--- config.mk ---
export PLATFORM = sky130hd
export DESIGN_NAME = wide_comp_seq
export DESIGN_NICKNAME = d
export VERILOG_FILES = /design/src/rtl/wide_comp_pkg.sv /design/src/rtl/wide_comp_seq_nibble_comp.sv /design/src/rtl/wide_comp_seq.sv
export SDC_FILE = /design/constraint.sdc
export NUM_CORES = 1
export LEC_CHECK = 0
export CORE_MARGIN = 2
export CORE_UTILIZATION = 35
export DETAILED_ROUTE_END_ITERATION = 12
export HOLD_SLACK_MARGIN = 0.02
export PLACE_DENSITY = 0.63
export SLEW_MARGIN = 20
export SYNTH_ARGS = -nofsm -noshare
export SYNTH_HDL_FRONTEND = slang
export SYNTH_HIERARCHICAL = 1
export SYNTH_SLANG_ARGS = --single-unit
--- constraint.sdc ---
create_clock -name clk -period 6.8 [get_ports clk]
set_input_delay 0.68 -clock clk [delete_from_list [all_inputs] [get_ports clk]]
set_output_delay 0.68 -clock clk [all_outputs]
set_load 0.01 [all_outputs]
--- src/rtl/wide_comp_pkg.sv ---
// rtl/wide_comp_pkg.sv - shared types, result encoding and cascade resolve for wide_comp_seq
// Contents:
//   state_t          controller states (IDLE, RUN, DONE)
//   RES_L/EQ/G       3-bit one-hot result encoding, bit order {L, EQ, G}
//   cascade_resolve  turns the cascade bits into a result when all nibbles are equal
package wide_comp_pkg;

    typedef enum logic [1:0] {
        ST_IDLE = 2'd0,
        ST_RUN  = 2'd1,
        ST_DONE = 2'd2
    } state_t;

    localparam logic [2:0] RES_L  = 3'b100;
    localparam logic [2:0] RES_EQ = 3'b010;
    localparam logic [2:0] RES_G  = 3'b001;

    // Priority great > less > equal; no cascade bit set still means equal.
    function automatic logic [2:0] cascade_resolve(input logic great,
                                                   input logic equal,
                                                   input logic less);
        logic [2:0] r;
        r = RES_EQ;
        if (great)
            r = RES_G;
        else if (less)
            r = RES_L;
        else if (equal)
            r = RES_EQ;
        return r;
    endfunction

endpackage

--- src/rtl/wide_comp_seq_nibble_comp.sv ---
// rtl/wide_comp_seq_nibble_comp.sv - combinational 4-bit magnitude compare with cascade in/out
// Ports:
//   i_a, i_b            nibbles to compare
//   i_gt, i_eq, i_lt    cascade in: decision already made by more significant nibbles
//   o_gt, o_eq, o_lt    cascade out: decision including this nibble
module nibble_comp (
    input  logic [3:0] i_a,
    input  logic [3:0] i_b,
    input  logic       i_gt,
    input  logic       i_eq,
    input  logic       i_lt,
    output logic       o_gt,
    output logic       o_eq,
    output logic       o_lt
);

    // A decision from a more significant nibble always wins over this one.
    always_comb begin
        o_gt = 1'b0;
        o_eq = 1'b0;
        o_lt = 1'b0;
        if (i_gt)
            o_gt = 1'b1;
        else if (i_lt)
            o_lt = 1'b1;
        else if (i_a > i_b)
            o_gt = 1'b1;
        else if (i_a < i_b)
            o_lt = 1'b1;
        else
            o_eq = i_eq;
    end

endmodule

--- src/rtl/wide_comp_seq.sv ---
// rtl/wide_comp_seq.sv - multi-cycle WIDTH-bit magnitude comparator, one nibble per cycle, MSB first
// Ports:
//   clk, rst                      clock, asynchronous active-high reset
//   start_valid / start_ready     operand handshake (a, b, great, equal, less sampled on it)
//   res_valid / res_ready         result handshake
//   L, EQ, G                      registered one-hot result
//   busy                          high while comparing
// Build option: WIDE_COMP_EARLY_EXIT_EN - leave RUN as soon as a nibble differs.
module wide_comp_seq
    import wide_comp_pkg::*;
#(
    parameter int WIDTH = 16
) (
    input  logic             clk,
    input  logic             rst,
    input  logic             start_valid,
    output logic             start_ready,
    input  logic [WIDTH-1:0] a,
    input  logic [WIDTH-1:0] b,
    input  logic             great,
    input  logic             equal,
    input  logic             less,
    output logic             res_valid,
    input  logic             res_ready,
    output logic             L,
    output logic             EQ,
    output logic             G,
    output logic             busy
);

    localparam int NIBBLES = WIDTH / 4;
    localparam int IDX_W   = (NIBBLES > 1) ? $clog2(NIBBLES) : 1;
    localparam logic [IDX_W-1:0] IDX_LAST = IDX_W'(NIBBLES - 1);

    state_t           r_state;
    logic [WIDTH-1:0] r_a;
    logic [WIDTH-1:0] r_b;
    logic             r_great;
    logic             r_equal;
    logic             r_less;
    logic [IDX_W-1:0] r_idx;
    logic             r_gt;
    logic             r_lt;
    logic [2:0]       r_res;
    logic             r_start_ready;
    logic             r_busy;
    logic             r_res_valid;

    logic [3:0]       w_nib_a;
    logic [3:0]       w_nib_b;
    logic             w_gt;
    logic             w_eq;
    logic             w_lt;
    logic             w_exit;

    assign w_nib_a = r_a[{r_idx, 2'b00} +: 4];
    assign w_nib_b = r_b[{r_idx, 2'b00} +: 4];

    // Running decision from the nibbles already visited feeds the cascade input.
    nibble_comp u_nibble_comp (
        .i_a  (w_nib_a),
        .i_b  (w_nib_b),
        .i_gt (r_gt),
        .i_eq (~(r_gt | r_lt)),
        .i_lt (r_lt),
        .o_gt (w_gt),
        .o_eq (w_eq),
        .o_lt (w_lt)
    );

`ifdef WIDE_COMP_EARLY_EXIT_EN
    assign w_exit = (r_idx == '0) || !w_eq;
`else
    assign w_exit = (r_idx == '0);
`endif

    always_ff @(posedge clk or posedge rst) begin
        if (rst) begin
            r_state       <= ST_IDLE;
            r_a           <= '0;
            r_b           <= '0;
            r_great       <= 1'b0;
            r_equal       <= 1'b0;
            r_less        <= 1'b0;
            r_idx         <= '0;
            r_gt          <= 1'b0;
            r_lt          <= 1'b0;
            r_res         <= '0;
            r_start_ready <= 1'b1;
            r_busy        <= 1'b0;
            r_res_valid   <= 1'b0;
        end else begin
            case (r_state)
                ST_IDLE: begin
                    if (start_valid) begin
                        r_a           <= a;
                        r_b           <= b;
                        r_great       <= great;
                        r_equal       <= equal;
                        r_less        <= less;
                        r_idx         <= IDX_LAST;
                        r_gt          <= 1'b0;
                        r_lt          <= 1'b0;
                        r_start_ready <= 1'b0;
                        r_busy        <= 1'b1;
                        r_state       <= ST_RUN;
                    end
                end
                ST_RUN: begin
                    r_gt <= w_gt;
                    r_lt <= w_lt;
                    if (w_exit) begin
                        if (w_gt)
                            r_res <= RES_G;
                        else if (w_lt)
                            r_res <= RES_L;
                        else
                            r_res <= cascade_resolve(r_great, r_equal, r_less);
                        r_busy      <= 1'b0;
                        r_res_valid <= 1'b1;
                        r_state     <= ST_DONE;
                    end else begin
                        r_idx <= r_idx - 1'b1;
                    end
                end
                ST_DONE: begin
                    // start_ready rises only after this edge, forcing one idle cycle.
                    if (res_ready) begin
                        r_res_valid   <= 1'b0;
                        r_start_ready <= 1'b1;
                        r_state       <= ST_IDLE;
                    end
                end
                default: begin
                    r_start_ready <= 1'b1;
                    r_busy        <= 1'b0;
                    r_res_valid   <= 1'b0;
                    r_state       <= ST_IDLE;
                end
            endcase
        end
    end

    assign start_ready = r_start_ready;
    assign busy        = r_busy;
    assign res_valid   = r_res_valid;
    assign L           = r_res[2];
    assign EQ          = r_res[1];
    assign G           = r_res[0];

endmodule
==> metrics <==
outcome finished clean; port buffer count 43; clk buf depth 2; gr ovfl total 0; Avg Vias per Cell 4.73; combinational fraction of design power 48.8%; DR iter-0 viols 47; Cell Chain, Critical Path mux4_2 > ha_1 > nor2b_4 > o211ai_2 > a21oi_2 > a21o_1 > or4_1 > o21ai_0; filler instances 610; Final Non-Filler Cells 273; startpoint types flip-flop; pin count of the biggest net entering global routing 47; relative slew slack between 40% and 50%; Post-DRT Antenna Nets 0; longest individual stage delay on the worst path between 0.7 and 0.8 ns; first-pass GRT wire length 6690 um; critical path fanouts, max 10; Worst EP arrival 3.06 ns; Total Routing Usage GR 12.1%; Setup TNS 0 ns; part of the cycle the worst path needs 41.8%; total iterations of the first detailed-routing run 3; Setup CP Type flip-flop to flip-flop; Reg-to-Reg End r_res[1]; Worst-path clk slew 0.08 ns; Worst Hold Class flip-flop to flip-flop; syn_nets 196; hold_sp r_res[2]; crit-path leading delay family flip-flops; syn_area_per_cell around 15 um2; Switch Pwr between 0.0004 and 0.0005 W; Syn Inst Count between 150 and 200; Tmin final 2.84 ns; RSZ-0062 raised after global routing false; post-cts gate resize count 0; Avg WL per Cell 14.1 um; Core ar. 6350 um2; hold depth 2; worst hold path endpoint r_res[2]; initial antenna violation count 0; Yosys warning total 6; R2R setup slack 3.96 ns; postcts setup bufs 0; dpl cells between 200 and 300; CP Capture Type flip-flop; worst slew pin tran 0.790 ns; maxcap violations 0; Clock power frac a little under an eighth; Max Slew Vio Count 0; Final #Nets between 200 and 250; Skew-Pair Late Insertion Delay between 0.2 and 0.3 ns; DR vias ~1300; Clock Sinks 46; routability cong. 0.663; Root Buffer clkbuf_8; R2R depth 8; Hold Fails Final Rpt 0; Leak about 1.2 nW; worst r2r src r_idx[0]; hold_buf cts 0; ANT cells 0; critical path required time 7.01 ns; Initial Util 36.0%; # rows 29; CTS tree built; PwrDens 468 nW/um2; total wire length 3840 um; layout cells sized above 1 28.6%; area of the mapped netlist between 2000 and 2500 um2; Peak supply drop 0.000173 V; HPWL after DPL roughly 2600 um; internal power 0.000894 W; # IOs 45; maximum clock rate between 300 and 400 MHz; Clock Skew about 0.0028 ns; Die H 84.8 um; die width between 80 and 90 um; slowest stage cell, crit path dfrtp_1; vias in the first global route 1343; die area 7190 um2; total CTS buffers 5; Setup-failing EPs final 0; sequential power share 39.6%; htree depth 2; CP Buf/Inv Count 0; Area Growth Syn to Fin 23.0%; Sw Share between 30% and 40%; residual DRC count 0
## worst reg2reg max path, delay by kind of cell (launching register included)
| kind | cells | cell delay, ns |
|---|---|---|
| flops | 1 | 0.74 |
| fa+ha+maj | 1 | 0.32 |
| mux | 1 | 0.58 |
| compound gates | 4 | 0.57 |
| simple gates | 2 | 0.54 |
## through the flow
step | setup WS, ns | instance area [um2] | total power (W) | hold slack (ns) | utilization, %
floorplan | 4.29 | 2290 | 0.00105 | 0.475 | -
global placement | 3.94 | 2730 | 0.00117 | 0.464 | 43.1
detailed placement | 3.90 | 2730 | 0.00118 | 0.467 | 43.1
CTS | 3.87 | 2810 | 0.00134 | 0.486 | 44.3
global route | 3.71 | 2810 | 0.00143 | 0.517 | 44.3
finish | 3.96 | 2810 | 0.00132 | 0.482 | 44.3
## power groups by stage
| stage | sequential (W) | clock (W) | combinational [W] |
|---|---|---|---|
| detailed placement | 0.000530 | 0 | 0.000649 |
| global placement | 0.000529 | 0 | 0.000637 |
| CTS | 0.000526 | 0.000163 | 0.000654 |
| floorplan | 0.000479 | 0 | 0.000569 |
| global route | 0.000547 | 0.000174 | 0.000709 |
| finish | 0.000521 | 0.000153 | 0.000642 |
## layout make-up
type / instances / area (um2) / share of cell area, %
clock buffer: 7 / 76.3 / 2.71
inverter: 10 / 38.8 / 1.38
multi-input combinational: 89 / 1010 / 35.9
sequential: 46 / 1150 / 41.0
tap: 77 / 96.3 / 3.43
timing repair buffer: 44 / 438 / 15.6
## cell usage in the layout (no fill, tap or decap), types with 2 or more instances in the layout
| master | instances |
|---|---|
| clkbuf_1 | 2 |
| nor2_1 | 7 |
| mux4_2 | 8 |
| nor2b_4 | 2 |
| clkdlybuf4s50_1 | 43 |
| mux2_4 | 30 |
| clkbuf_8 | 5 |
| a22o_1 | 3 |
| o21ai_0 | 4 |
| inv_1 | 9 |
| dfrtp_1 | 45 |
| mux2_2 | 5 |
| ha_1 | 5 |
| a21oi_1 | 3 |
| a22oi_1 | 2 |
| nand2_1 | 8 |
## sequential cells by signal, summed over array words and instances (netlist names)
register and flops:
busy 1, res_valid 1, start_ready 1, r_lt 1, r_a 16, r_great 1, r_idx 2, r_b 16
r_state 2, r_res 3, r_less 1, r_gt 1
## layer usage
metal  wire (um)  track usage (%)
met5           0                0
met4          78             5.63
met3         150             2.43
met2        1720             17.6
met1        1890             17.4
## worst max path at each step
stage	startpoint	to	cells past startpoint
floorplan	r_idx[0]	r_res[1]	9
global placement	r_idx[0]	r_res[1]	8
detailed placement	r_idx[0]	r_res[1]	9
CTS	r_idx[0]	r_res[1]	9
global route	r_idx[0]	r_res[1]	7
finish	r_idx[0]	r_res[1]	8
No activity file was read; power rests on OpenSTA's default activity.
